$ cat src/rtl/bkg_pkg.sv
// Shared definitions for the scrolling background mapper: VGA geometry,
// colour and scroll-step types, the handshake slot states and the
// single-wrap modular add used by both the address datapath and the
// scroll offset update.
package bkg_pkg;

   localparam int VGA_SCREEN_W = 640;
   localparam int VGA_SCREEN_H = 480;
   localparam int COORD_W      = 10;

   typedef struct packed {
      logic [3:0] red;
      logic [3:0] green;
      logic [3:0] blue;
   } rgb4_t;

   typedef logic signed [7:0] scroll_step_t;

   // One-entry request slot: empty accepts a new step, full waits for a frame boundary
   typedef enum logic {
      SLOT_EMPTY = 1'b0,
      SLOT_FULL  = 1'b1
   } slot_state_t;

   // Adds delta to base and folds the result back into 0..modulus-1 with a
   // single correction; callers guarantee the sum lies in -modulus..2*modulus-1.
   function automatic int wrap_add(input int base, input int delta, input int modulus);
      int sum;
      sum = base + delta;
      if (sum < 0) begin
         sum = sum + modulus;
      end else if (sum >= modulus) begin
         sum = sum - modulus;
      end
      return sum;
   endfunction

endpackage

$ cat src/rtl/bkg_scroll_mapper_if.sv
// Scroll request channel from the game-logic FSM to the background mapper.
// The master holds scroll_step stable while scroll_valid is high; a step
// is transferred on any cycle where scroll_valid and scroll_ready are both 1.
interface bkg_scroll_mapper_if;
   import bkg_pkg::*;

   scroll_step_t scroll_step;
   logic         scroll_valid;
   logic         scroll_ready;

   modport master (
      output scroll_step,
      output scroll_valid,
      input  scroll_ready
   );

   modport slave (
      input  scroll_step,
      input  scroll_valid,
      output scroll_ready
   );

endinterface

$ cat src/rtl/bkg_scroll_ctrl.sv
// Scroll controller: buffers one requested step and applies it to the
// horizontal offset at the first pixel of the first non-visible line, so the
// offset never moves while visible lines are drawn.  frame_tick is
// registered and rises together with the new scroll_x value.
module bkg_scroll_ctrl
   import bkg_pkg::*;
#(
   parameter int IMG_W    = 640,
   parameter int SCREEN_H = VGA_SCREEN_H,
   parameter int ADDR_W   = 20
) (
   input  logic                vga_clk,
   input  logic                reset,
   input  logic [COORD_W-1:0]  DrawX,
   input  logic [COORD_W-1:0]  DrawY,
   bkg_scroll_mapper_if.slave  scroll_bus,
   output logic [ADDR_W-1:0]   scroll_x,
   output logic                frame_tick
);

   slot_state_t       state;
   slot_state_t       state_next;
   scroll_step_t      step_q;
   logic              take_step;
   logic              apply_now;
   logic              apply_event;
   logic [ADDR_W-1:0] scroll_x_next;

   assign apply_event = (DrawX == '0) && (DrawY == COORD_W'(SCREEN_H));
   assign scroll_bus.scroll_ready = (state == SLOT_EMPTY);

   // Next slot state: accept a step when empty, release it at the frame boundary
   always_comb begin
      state_next = state;
      take_step  = 1'b0;
      apply_now  = 1'b0;
      case (state)
         SLOT_EMPTY: begin
            if (scroll_bus.scroll_valid) begin
               take_step  = 1'b1;
               state_next = SLOT_FULL;
            end
         end
         SLOT_FULL: begin
            if (apply_event) begin
               apply_now  = 1'b1;
               state_next = SLOT_EMPTY;
            end
         end
         default: state_next = SLOT_EMPTY;
      endcase
   end

   // Offset plus signed step, folded back into 0..IMG_W-1
   always_comb begin
      scroll_x_next = ADDR_W'(wrap_add(int'(scroll_x), int'(step_q), IMG_W));
   end

   // Slot, captured step, offset and tick registers; reset drops any pending step
   always_ff @(posedge vga_clk) begin
      if (reset) begin
         state      <= SLOT_EMPTY;
         step_q     <= '0;
         scroll_x   <= '0;
         frame_tick <= 1'b0;
      end else begin
         state      <= state_next;
         frame_tick <= apply_now;
         if (take_step) begin
            step_q <= scroll_bus.scroll_step;
         end
         if (apply_now) begin
            scroll_x <= scroll_x_next;
         end
      end
   end

endmodule

$ cat src/rtl/bkg_scroll_mapper.sv
// Scrolling background mapper: beam coordinates -> background ROM address
// with power-of-two upscaling and horizontal wrap, then ROM and palette
// lookup with blank/out-of-bounds flags delayed to match.  Coordinate to RGB
// latency is ROM_LAT+2 cycles, with no bubbles.
// Optional build macro: BKG_SCROLL_TRANSPARENT_EN adds bkg_transparent,
// a colour-key flag aligned with RGB (palette index 0 on visible pixels).
module bkg_scroll_mapper
   import bkg_pkg::*;
#(
   parameter int IMG_W    = 640,
   parameter int IMG_H    = 480,
   parameter int SCREEN_W = VGA_SCREEN_W,
   parameter int SCREEN_H = VGA_SCREEN_H,
   parameter int SCALE_SH = 0,
   parameter int IDX_W    = 2,
   parameter int ADDR_W   = 20,
   parameter int ROM_LAT  = 1
) (
   input  logic                vga_clk,
   input  logic                reset,
   input  logic [COORD_W-1:0]  DrawX,
   input  logic [COORD_W-1:0]  DrawY,
   input  logic                blank,
   bkg_scroll_mapper_if.slave  scroll_bus,
   output logic [ADDR_W-1:0]   scroll_x,
   output logic                frame_tick,
   output logic [ADDR_W-1:0]   rom_address,
   input  logic [IDX_W-1:0]    rom_q,
   output logic [3:0]          red,
   output logic [3:0]          green,
   output logic [3:0]          blue,
   output logic [IDX_W-1:0]    pal_index,
   input  logic [3:0]          pal_red,
   input  logic [3:0]          pal_green,
   input  logic [3:0]          pal_blue
`ifdef BKG_SCROLL_TRANSPARENT_EN
   ,
   output logic                bkg_transparent
`endif
);

   // Parameter sanity: the scaled screen must fit the image, the ROM latency
   // must be supported and the address bus must reach every source pixel.
   if ((SCREEN_W >> SCALE_SH) > IMG_W) begin : g_bad_width
      $error("bkg_scroll_mapper: scaled screen wider than IMG_W");
   end
   if ((ROM_LAT < 1) || (ROM_LAT > 3)) begin : g_bad_lat
      $error("bkg_scroll_mapper: ROM_LAT must be 1..3");
   end
   if ((longint'(1) << ADDR_W) < (longint'(IMG_W) * longint'(IMG_H))) begin : g_bad_addr
      $error("bkg_scroll_mapper: ADDR_W too narrow for IMG_W*IMG_H");
   end

   int                src_x;
   int                src_y;
   int                wrapped_x;
   logic              oob_next;
   logic [ADDR_W-1:0] addr_next;
   logic [ROM_LAT:0]  blank_pipe;
   logic [ROM_LAT:0]  oob_pipe;
   logic              show_pixel;
   rgb4_t             pal_colour;
   rgb4_t             rgb_q;

   bkg_scroll_ctrl #(
      .IMG_W    (IMG_W),
      .SCREEN_H (SCREEN_H),
      .ADDR_W   (ADDR_W)
   ) u_ctrl (
      .vga_clk    (vga_clk),
      .reset      (reset),
      .DrawX      (DrawX),
      .DrawY      (DrawY),
      .scroll_bus (scroll_bus),
      .scroll_x   (scroll_x),
      .frame_tick (frame_tick)
   );

   // Stage A address math: scale down, add scroll with one wrap, flag rows below the image
   always_comb begin
      src_x     = int'(DrawX) >> SCALE_SH;
      src_y     = int'(DrawY) >> SCALE_SH;
      wrapped_x = wrap_add(src_x, int'(scroll_x), IMG_W);
      oob_next  = (src_y >= IMG_H);
      addr_next = oob_next ? '0 : ADDR_W'(src_y * IMG_W + wrapped_x);
   end

   // Stage A register plus blank/oob delay line matched to the ROM latency
   always_ff @(posedge vga_clk) begin
      if (reset) begin
         rom_address <= '0;
         blank_pipe  <= '0;
         oob_pipe    <= '0;
      end else begin
         rom_address <= addr_next;
         blank_pipe  <= {blank_pipe[ROM_LAT-1:0], blank};
         oob_pipe    <= {oob_pipe[ROM_LAT-1:0], oob_next};
      end
   end

   assign pal_index  = rom_q;
   assign show_pixel = blank_pipe[ROM_LAT] && !oob_pipe[ROM_LAT];

   // Gather the combinational palette answer into one colour word
   always_comb begin
      pal_colour.red   = pal_red;
      pal_colour.green = pal_green;
      pal_colour.blue  = pal_blue;
   end

   // Output register: palette colour on visible in-image pixels, black elsewhere
   always_ff @(posedge vga_clk) begin
      if (reset) begin
         rgb_q <= '0;
      end else begin
         rgb_q <= show_pixel ? pal_colour : '0;
      end
   end

   assign red   = rgb_q.red;
   assign green = rgb_q.green;
   assign blue  = rgb_q.blue;

`ifdef BKG_SCROLL_TRANSPARENT_EN
   // Colour-key flag registered alongside RGB so sprites see it on the same pixel
   always_ff @(posedge vga_clk) begin
      if (reset) begin
         bkg_transparent <= 1'b0;
      end else begin
         bkg_transparent <= show_pixel && (rom_q == '0);
      end
   end
`else
   // Without the colour-key option only the RGB register is produced.
`endif

endmodule

$ cat src/flat_wrapper.sv
// flat-port wrapper written by rule: the top's interface ports become plain ports
module bkg_scroll_mapper_flat import bkg_pkg::*;
#(
   parameter int IMG_W    = 640,
   parameter int IMG_H    = 480,
   parameter int SCREEN_W = VGA_SCREEN_W,
   parameter int SCREEN_H = VGA_SCREEN_H,
   parameter int SCALE_SH = 0,
   parameter int IDX_W    = 2,
   parameter int ADDR_W   = 20,
   parameter int ROM_LAT  = 1
)
  (vga_clk, reset, DrawX, DrawY, blank, scroll_x, frame_tick, rom_address, rom_q, red, green, blue, pal_index, pal_red, pal_green, pal_blue, scroll_bus_scroll_step, scroll_bus_scroll_valid, scroll_bus_scroll_ready);
  bkg_scroll_mapper_if scroll_bus_i ();
  input  logic vga_clk;
  input  logic reset;
  input  logic [COORD_W-1:0] DrawX;
  input  logic [COORD_W-1:0] DrawY;
  input  logic blank;
  output logic [ADDR_W-1:0] scroll_x;
  output logic frame_tick;
  output logic [ADDR_W-1:0] rom_address;
  input  logic [IDX_W-1:0] rom_q;
  output logic [3:0] red;
  output logic [3:0] green;
  output logic [3:0] blue;
  output logic [IDX_W-1:0] pal_index;
  input  logic [3:0] pal_red;
  input  logic [3:0] pal_green;
  input  logic [3:0] pal_blue;
  input wire logic [$bits(scroll_bus_i.scroll_step)-1:0] scroll_bus_scroll_step;
  input wire logic [$bits(scroll_bus_i.scroll_valid)-1:0] scroll_bus_scroll_valid;
  output wire logic [$bits(scroll_bus_i.scroll_ready)-1:0] scroll_bus_scroll_ready;
  assign scroll_bus_i.scroll_step = scroll_bus_scroll_step;
  assign scroll_bus_i.scroll_valid = scroll_bus_scroll_valid;
  assign scroll_bus_scroll_ready = scroll_bus_i.scroll_ready;
  bkg_scroll_mapper #(.IMG_W(IMG_W), .IMG_H(IMG_H), .SCREEN_W(SCREEN_W), .SCREEN_H(SCREEN_H), .SCALE_SH(SCALE_SH), .IDX_W(IDX_W), .ADDR_W(ADDR_W), .ROM_LAT(ROM_LAT)) u_core (.vga_clk(vga_clk), .reset(reset), .DrawX(DrawX), .DrawY(DrawY), .blank(blank), .scroll_bus(scroll_bus_i), .scroll_x(scroll_x), .frame_tick(frame_tick), .rom_address(rom_address), .rom_q(rom_q), .red(red), .green(green), .blue(blue), .pal_index(pal_index), .pal_red(pal_red), .pal_green(pal_green), .pal_blue(pal_blue));
endmodule
$ cat config.mk
export PLATFORM = sky130hd
export DESIGN_NAME = bkg_scroll_mapper_flat
export DESIGN_NICKNAME = d
export VERILOG_FILES = /design/src/rtl/bkg_pkg.sv /design/src/rtl/bkg_scroll_mapper_if.sv /design/src/rtl/bkg_scroll_ctrl.sv /design/src/rtl/bkg_scroll_mapper.sv /design/src/flat_wrapper.sv
export SDC_FILE = /design/constraint.sdc
export NUM_CORES = 1
export LEC_CHECK = 0
export BUFFER_PORTS_ARGS = -buffer_cell sky130_fd_sc_hd__buf_2
export CAP_MARGIN = 20
export CORE_ASPECT_RATIO = 1.75
export CORE_UTILIZATION = 52
export DETAILED_ROUTE_END_ITERATION = 8
export PLACE_DENSITY = 0.75
export SLEW_MARGIN = 10
export SYNTH_ARGS = -nofsm -noshare
export SYNTH_HDL_FRONTEND = slang
export SYNTH_SLANG_ARGS = --single-unit
$ cat constraint.sdc
create_clock -name vga_clk -period 11.7 [get_ports vga_clk]
set_input_delay 0.585 -clock vga_clk [delete_from_list [all_inputs] [get_ports vga_clk]]
set_output_delay 0.585 -clock vga_clk [all_outputs]
set_load 0.01 [all_outputs]
# Yosys cells after proc, flatten, opt, wreduce, memory -nomap -nowiden
# Index checks and enable logic that the tools add are counted.
[totals] reg_bits=66 latch_bits=0 ramBits=0 mem_bits_ro=0 input_bits=46 output_inout_bits=56 elab_cells=42 n_memories=0
[classes] n_addsub=7 n_mul=1 n_div=0 order_cmp=5 n_eq_ne=1 shift=0 n_mux=10 bitwise_logic=2 reduce_logical=6
[ops] operator="2-to-1 mux 20 bit" count=4
[ops] operator="adder 21 x 8 -> 22 bit" count=1
[ops] operator=">= comparator 22 x 11 -> 1 bit (second input constant)" count=1
[ops] operator="less-than comparator 22 x 1 -> 1 bit (second input constant)" count=1
[ops] operator="adder 10 x 20 -> 21 bit" count=1
[ops] operator=">= comparator 21 x 10 -> 1 bit (second input constant)" count=1
[ops] operator="less-than comparator 21 x 1 -> 1 bit (second input constant)" count=1
[ops] operator="adder 20 x 10 -> 20 bit (second input constant)" count=1
[ops] operator="adder 20 x 11 -> 20 bit (second input constant)" count=1
[ops] operator="adder 20 bit" count=1
[ops] operator="subtractor 20 x 10 -> 20 bit (second input constant)" count=1
[ops] operator="subtractor 20 x 11 -> 20 bit (second input constant)" count=1
[ops] operator="multiplier 10 x 3 -> 13 bit (second input constant)" count=1
[ops] operator="== test 10 x 9 -> 1 bit (second input constant)" count=1
[ops] operator=">= comparator 10 x 9 -> 1 bit (second input constant)" count=1
[ops] operator="logical NOT 10 bit" count=1
[ops] operator="2-to-1 mux 1 bit" count=5
[ops] operator="OR reduction 2 bit" count=2
[ops] operator="logical AND 1 bit" count=2
[ops] operator="NOT 1 bit" count=2
[ops] operator="one-hot mux 1 bit (2 select lines)" count=1
[ops] operator="logical NOT 1 bit" count=1

# Logic depth before layout (Yosys ltp)
[depth] word_depth=5 ltp_mapped=24 ltp_nobuf=24

# Modules after synthesis
# Synthesis repeated with hierarchy kept, for this count alone.
[unflattened] cells_unflattened=749 area_unflattened_um2=6054.6
[by_module_without_submodules] mod="bkg_scroll_mapper" n_inst=1 cells_per_inst=356 area_each_um2=3083.0 seq_area_each_um2=720.7
[by_module_without_submodules] mod="bkg_scroll_ctrl" n_inst=1 cells_per_inst=393 area_each_um2=2971.6 seq_area_each_um2=600.6

# Least setup slack after synthesis
# Ideal clock, no wire load.
[synth_timing] kind="input to register" from="input port DrawX[0]" to="register u_core.rom_address[19]" setup_time_ps=128 arrival_ps=5312 t_required_ps=11572 slack_ps=6260 cell_stages=23 path_buffers=0 path_cell_list="ha_1 -> fa_1 -> a211oi_1 -> o21ai_1 -> a311o_1 -> and3_1 -> xor2_1 -> a211oi_1 -> o211ai_2 -> xnor2_1 -> ha_1 -> inv_1 -> fa_1 -> nor2b_1 -> o21ai_0 -> a21boi_0 -> o21ai_0 -> nand2b_1 -> a21o_1 -> nand4_1 -> a31oi_1 -> xnor3_1 -> nor2b_1"
[synth_via] elab_chain_cells=5 elab_cells_between_ends=8 cone_classes="add/sub (4); order compare (2); mux (2)"
[synth_lines] element="start: declaration" line="flat_wrapper.sv:17" text="input logic [COORD_W-1:0] DrawX;"
[synth_lines] element="adder 10 x 20 -> 21 bit *" line="bkg_pkg.sv:29" text="sum = base + delta;"
[synth_lines] element="subtractor 20 x 10 -> 20 bit / >= comparator 21 x 10 -> 1 bit (equally long branches)" line="bkg_pkg.sv:33, bkg_pkg.sv:32"
[synth_lines] element="2-to-1 mux 20 bit" line="bkg_pkg.sv:32" text="end else if (sum >= modulus) begin"
[synth_lines] element="2-to-1 mux 20 bit *" line="bkg_pkg.sv:30" text="if (sum < 0) begin"
[synth_lines] element="adder 20 bit *" line="bkg_scroll_mapper.sv:85" text="addr_next = oob_next ? '0 : ADDR_W'(src_y * IMG_W + wrapped_x);"
[synth_lines] element="end signal: assignment" line="bkg_scroll_mapper.sv:95" text="rom_address <= addr_next;"
[synth_lines] element="end: declaration" line="bkg_scroll_mapper.sv:27" text="output logic [ADDR_W-1:0] rom_address,"
# Every way passes the cells marked *; elsewhere a longest branch is shown, timed or not.
# A chain may end at the register's enable or synchronous reset.

# Worst setup path in the final report
# Ends and elaborated chain as after synthesis.

==> flow_metrics.env <==
export IMPL_cts_setup_buffers=0
export IMPL_worst_setup_path_end_kind="flip-flop"
export IMPL_status="finished, final reports clean"
export IMPL_crit_chain="buf_2 -> ha_1 -> fa_1 -> a211oi_1 -> o21ai_1 -> a311oi_1 -> or3_1 -> nand4_1 -> a2bb2oi_1 -> o211ai_2 -> xnor2_1 -> ha_1 -> inv_1 -> fa_1 -> nor2b_1 -> o21ai_0 -> a21boi_0 -> o21ai_0 -> nand2b_1 -> a21o_1 -> nand4_1 -> a31oi_1 -> xnor3_1 -> nor2b_1"
export IMPL_met3_usage_pct=2.62
export IMPL_grt_max_degree=37
export IMPL_p_per_area_nw_per_um2=105
export IMPL_syn_cell_area_um2=6330
export IMPL_vdd_ir_drop_max_mv=0.104
export IMPL_rows=53
export IMPL_rsz0062_at_grt="no"
export IMPL_start_util_pct=53.0
export IMPL_tightestPinTransition_ps=876
export IMPL_clock_skew_ps=6.22
export IMPL_max_slew_margin_rel_pct=41.5
export IMPL_critical_path_max_stage_delay_ps=610
export IMPL_arrival_ps=6270
export IMPL_dr_first_iter_drc_count=289
export IMPL_clk_pin_slew_ps=60
export IMPL_gp_congestion=0.964
export IMPL_post_route_util_pct=60.4
export IMPL_busiest_layer="met2"
export IMPL_crit_start="DrawX[0]"
export IMPL_crit_type="in2reg"
export IMPL_hold_violations=0
export IMPL_grt_use_met2_pct=53.6
export IMPL_reg2reg_slack_ps=5620
export IMPL_port_buffers=97
export IMPL_clk_latency_ps=330
export IMPL_htree_levels=3
export IMPL_die_h_um=148
export IMPL_path_buf_inv=2
export IMPL_timing_fmax_ghz=0.164
export IMPL_die_x_um=85.4
export IMPL_crit_path_top_delay_cell="a311oi_1"
export IMPL_synth_warnings=0
export IMPL_cp_endpoint="u_core.rom_address[19]"
export IMPL_cts_max_path_buffers=2
export IMPL_dp_hpwl_mm=13.4
export IMPL_ant_nets=0
export IMPL_syn_area_per_cell_um2=8.04
export IMPL_dp_cells=990
export IMPL_syn_nets=900
export IMPL_layout_drive_gt1_share_pct=18.1
export IMPL_p_total_mw=0.757
export IMPL_drc=0
export IMPL_ys_types=98
export IMPL_synth_seq_cells=66
export IMPL_cts_sinks=66
export IMPL_reg2reg_depth=23
export IMPL_grt_pass1_wl_mm=27.4
export IMPL_wl_mm=16.7
export IMPL_grt_pass1_vias=5999
export IMPL_cts_tree="done"
export IMPL_hold_path_class="reg2reg"
export IMPL_cts_resized=0
export IMPL_vias_per_cell=6.12
export IMPL_area_growth_pct=14.0
export IMPL_start_kind="input port"
export IMPL_antenna_cells=0
export IMPL_netlist_instances=787
export IMPL_crit_cells=24
export IMPL_timing_rr_end="u_core.rom_address[19]"
export IMPL_cp_top_family="compound AO/OA/AOI/OAI gates"
export IMPL_hold_slack_ps=434
export IMPL_cts_root_buf="clkbuf_16"
export IMPL_slew_viol_final=0
export IMPL_r2r_start="u_core.u_ctrl.scroll_x[0]"
export IMPL_met1_usage_pct=27.0
export IMPL_setup_tns_ps=0
export IMPL_cts_made_buffers=9
export IMPL_crit_path_max_fanout=7
export IMPL_grt_overflow=0
export IMPL_coreArea_um2=11900
export IMPL_required_ps=11880
export IMPL_timing_final_crit_period_ps=6090
export IMPL_io_pins=102
export IMPL_finalNetCount=977
export IMPL_final_cell_count_no_fill=1006
export IMPL_first_pass_iters=4
export IMPL_ys_seq_area_share_pct=20.9
export IMPL_synth_main_ff_cell="dfxtp_1"
export IMPL_cts_hold_fix_buffers=0
export IMPL_vias=6152
export IMPL_die_area_um2=12600
export IMPL_maxCapViolations=0
export IMPL_wl_per_cell_um=16.6
export IMPL_synth_edf_count=0
export IMPL_power_static_leakage_nw=3.33
export IMPL_fin_crit_sh_pct=52.1
export IMPL_finalSetupViolations=0
export IMPL_antenna_found_initial=0
export IMPL_async_reset_ff_share_pct=0
export IMPL_gr_usage_all_layers_pct=27.1
==> state kept, by name, indices dropped and copies added (netlist names) <==
signal                    cells
u_core.rom_address           20
u_core.u_ctrl.step_q          8
u_core.red                    4
u_core.blue                   4
u_core.blank_pipe             2
u_core.u_ctrl.scroll_x       20
u_core.green                  4
u_core.u_ctrl.frame_tick      1
u_core.oob_pipe               2
u_core.u_ctrl.state           1
==> Yosys cell counts (10+ instances only) <==
library cell   n  area, um2
xnor2_1       28        245
nor4_1        12       75.1
clkbuf_1      22       82.6
nor2_1        73        274
nor2b_1       16        100
nand4_1       11       68.8
nor3_1        18       90.1
dfxtp_1       66       1320
inv_1         36        135
xor2_1        16        140
a21o_1        15        113
nand2_1       49        184
a21oi_1       47        235
a211oi_1      10       75.1
nand3b_1      12       90.1
and2_1        20        125
or3_1         18        113
mux2i_1       12        120
nand3_1       29        145
ha_1          63        788
o21a_1        12       90.1
o21ai_0       32        160
and3_1        10       62.6
==> routing by layer <==
layer / vias to the layer above / part of all wire [%] / routed length [um]
met5: - / 0 / 0
met4: 0 / 4.0 / 668
met3: 45 / 3.1 / 510
met2: 162 / 55 / 9160
met1: 2868 / 38 / 6350
li1: 3077 / - / -
==> how the worst min path moves through the flow <==
stage / startpoint / to / slack [ps] / cells past startpoint
4_1_cts: u_core.oob_pipe[0] / u_core.oob_pipe[1] / 430 / 1
5_1_grt: pal_green[2] / u_core.green[2] / 440 / 2
6_report: u_core.oob_pipe[0] / u_core.oob_pipe[1] / 430 / 1
2_1_floorplan: u_core.blank_pipe[0] / u_core.blank_pipe[1] / 410 / 1
3_3_place_gp: u_core.blank_pipe[0] / u_core.blank_pipe[1] / 420 / 1
3_5_place_dp: u_core.blank_pipe[0] / u_core.blank_pipe[1] / 430 / 1
==> cells in the final DEF, fill, tap and decap left out, types with 18 or more instances in the layout <==
cell type / count
buf_2: 97
nor2_1: 73
dfxtp_1: 66
ha_1: 63
nand2_1: 49
a21oi_1: 47
inv_1: 36
o21ai_0: 32
nand3_1: 29
xnor2_1: 28
and2_1: 20
nor3_1: 18
or3_1: 18
==> where the power goes <==
part           switching (mW)  internal [mW]  leakage [nW]
Combinational           0.104         0.0829          2.61
Clock                   0.101          0.231         0.177
Sequential            0.00398          0.235         0.537
==> area by class of cell <==
type | instances | area, um2
multi-input cells | 652 | 4720
clock inverters | 6 | 138
flip-flops and latches | 66 | 1320
inverters | 37 | 139
well taps | 137 | 171
fillers | 1140 | 4720
clock buffers | 10 | 229
repair buffers | 98 | 493
==> cell families after synthesis <==
family / after synthesis / synth area share [%]
fa+ha+maj: 67 / 13.7
mux: 12 / 1.90
compound gates: 214 / 25.3
flops: 66 / 20.9
buf+inv: 69 / 4.45
simple gates: 312 / 26.6
xor+xnor: 47 / 7.14
==> through the flow <==
| stage | instance area, um2 | worst slack [ps] |
|---|---|---|
| floorplan | 6330 | 6260 |
| finish | 7210 | 5610 |
| global route | 7210 | 5140 |
| global placement | 6850 | 5560 |
| detailed placement | 6850 | 5400 |
| CTS | 7210 | 5690 |
Note: power is estimated with default switching activity, not from simulation.
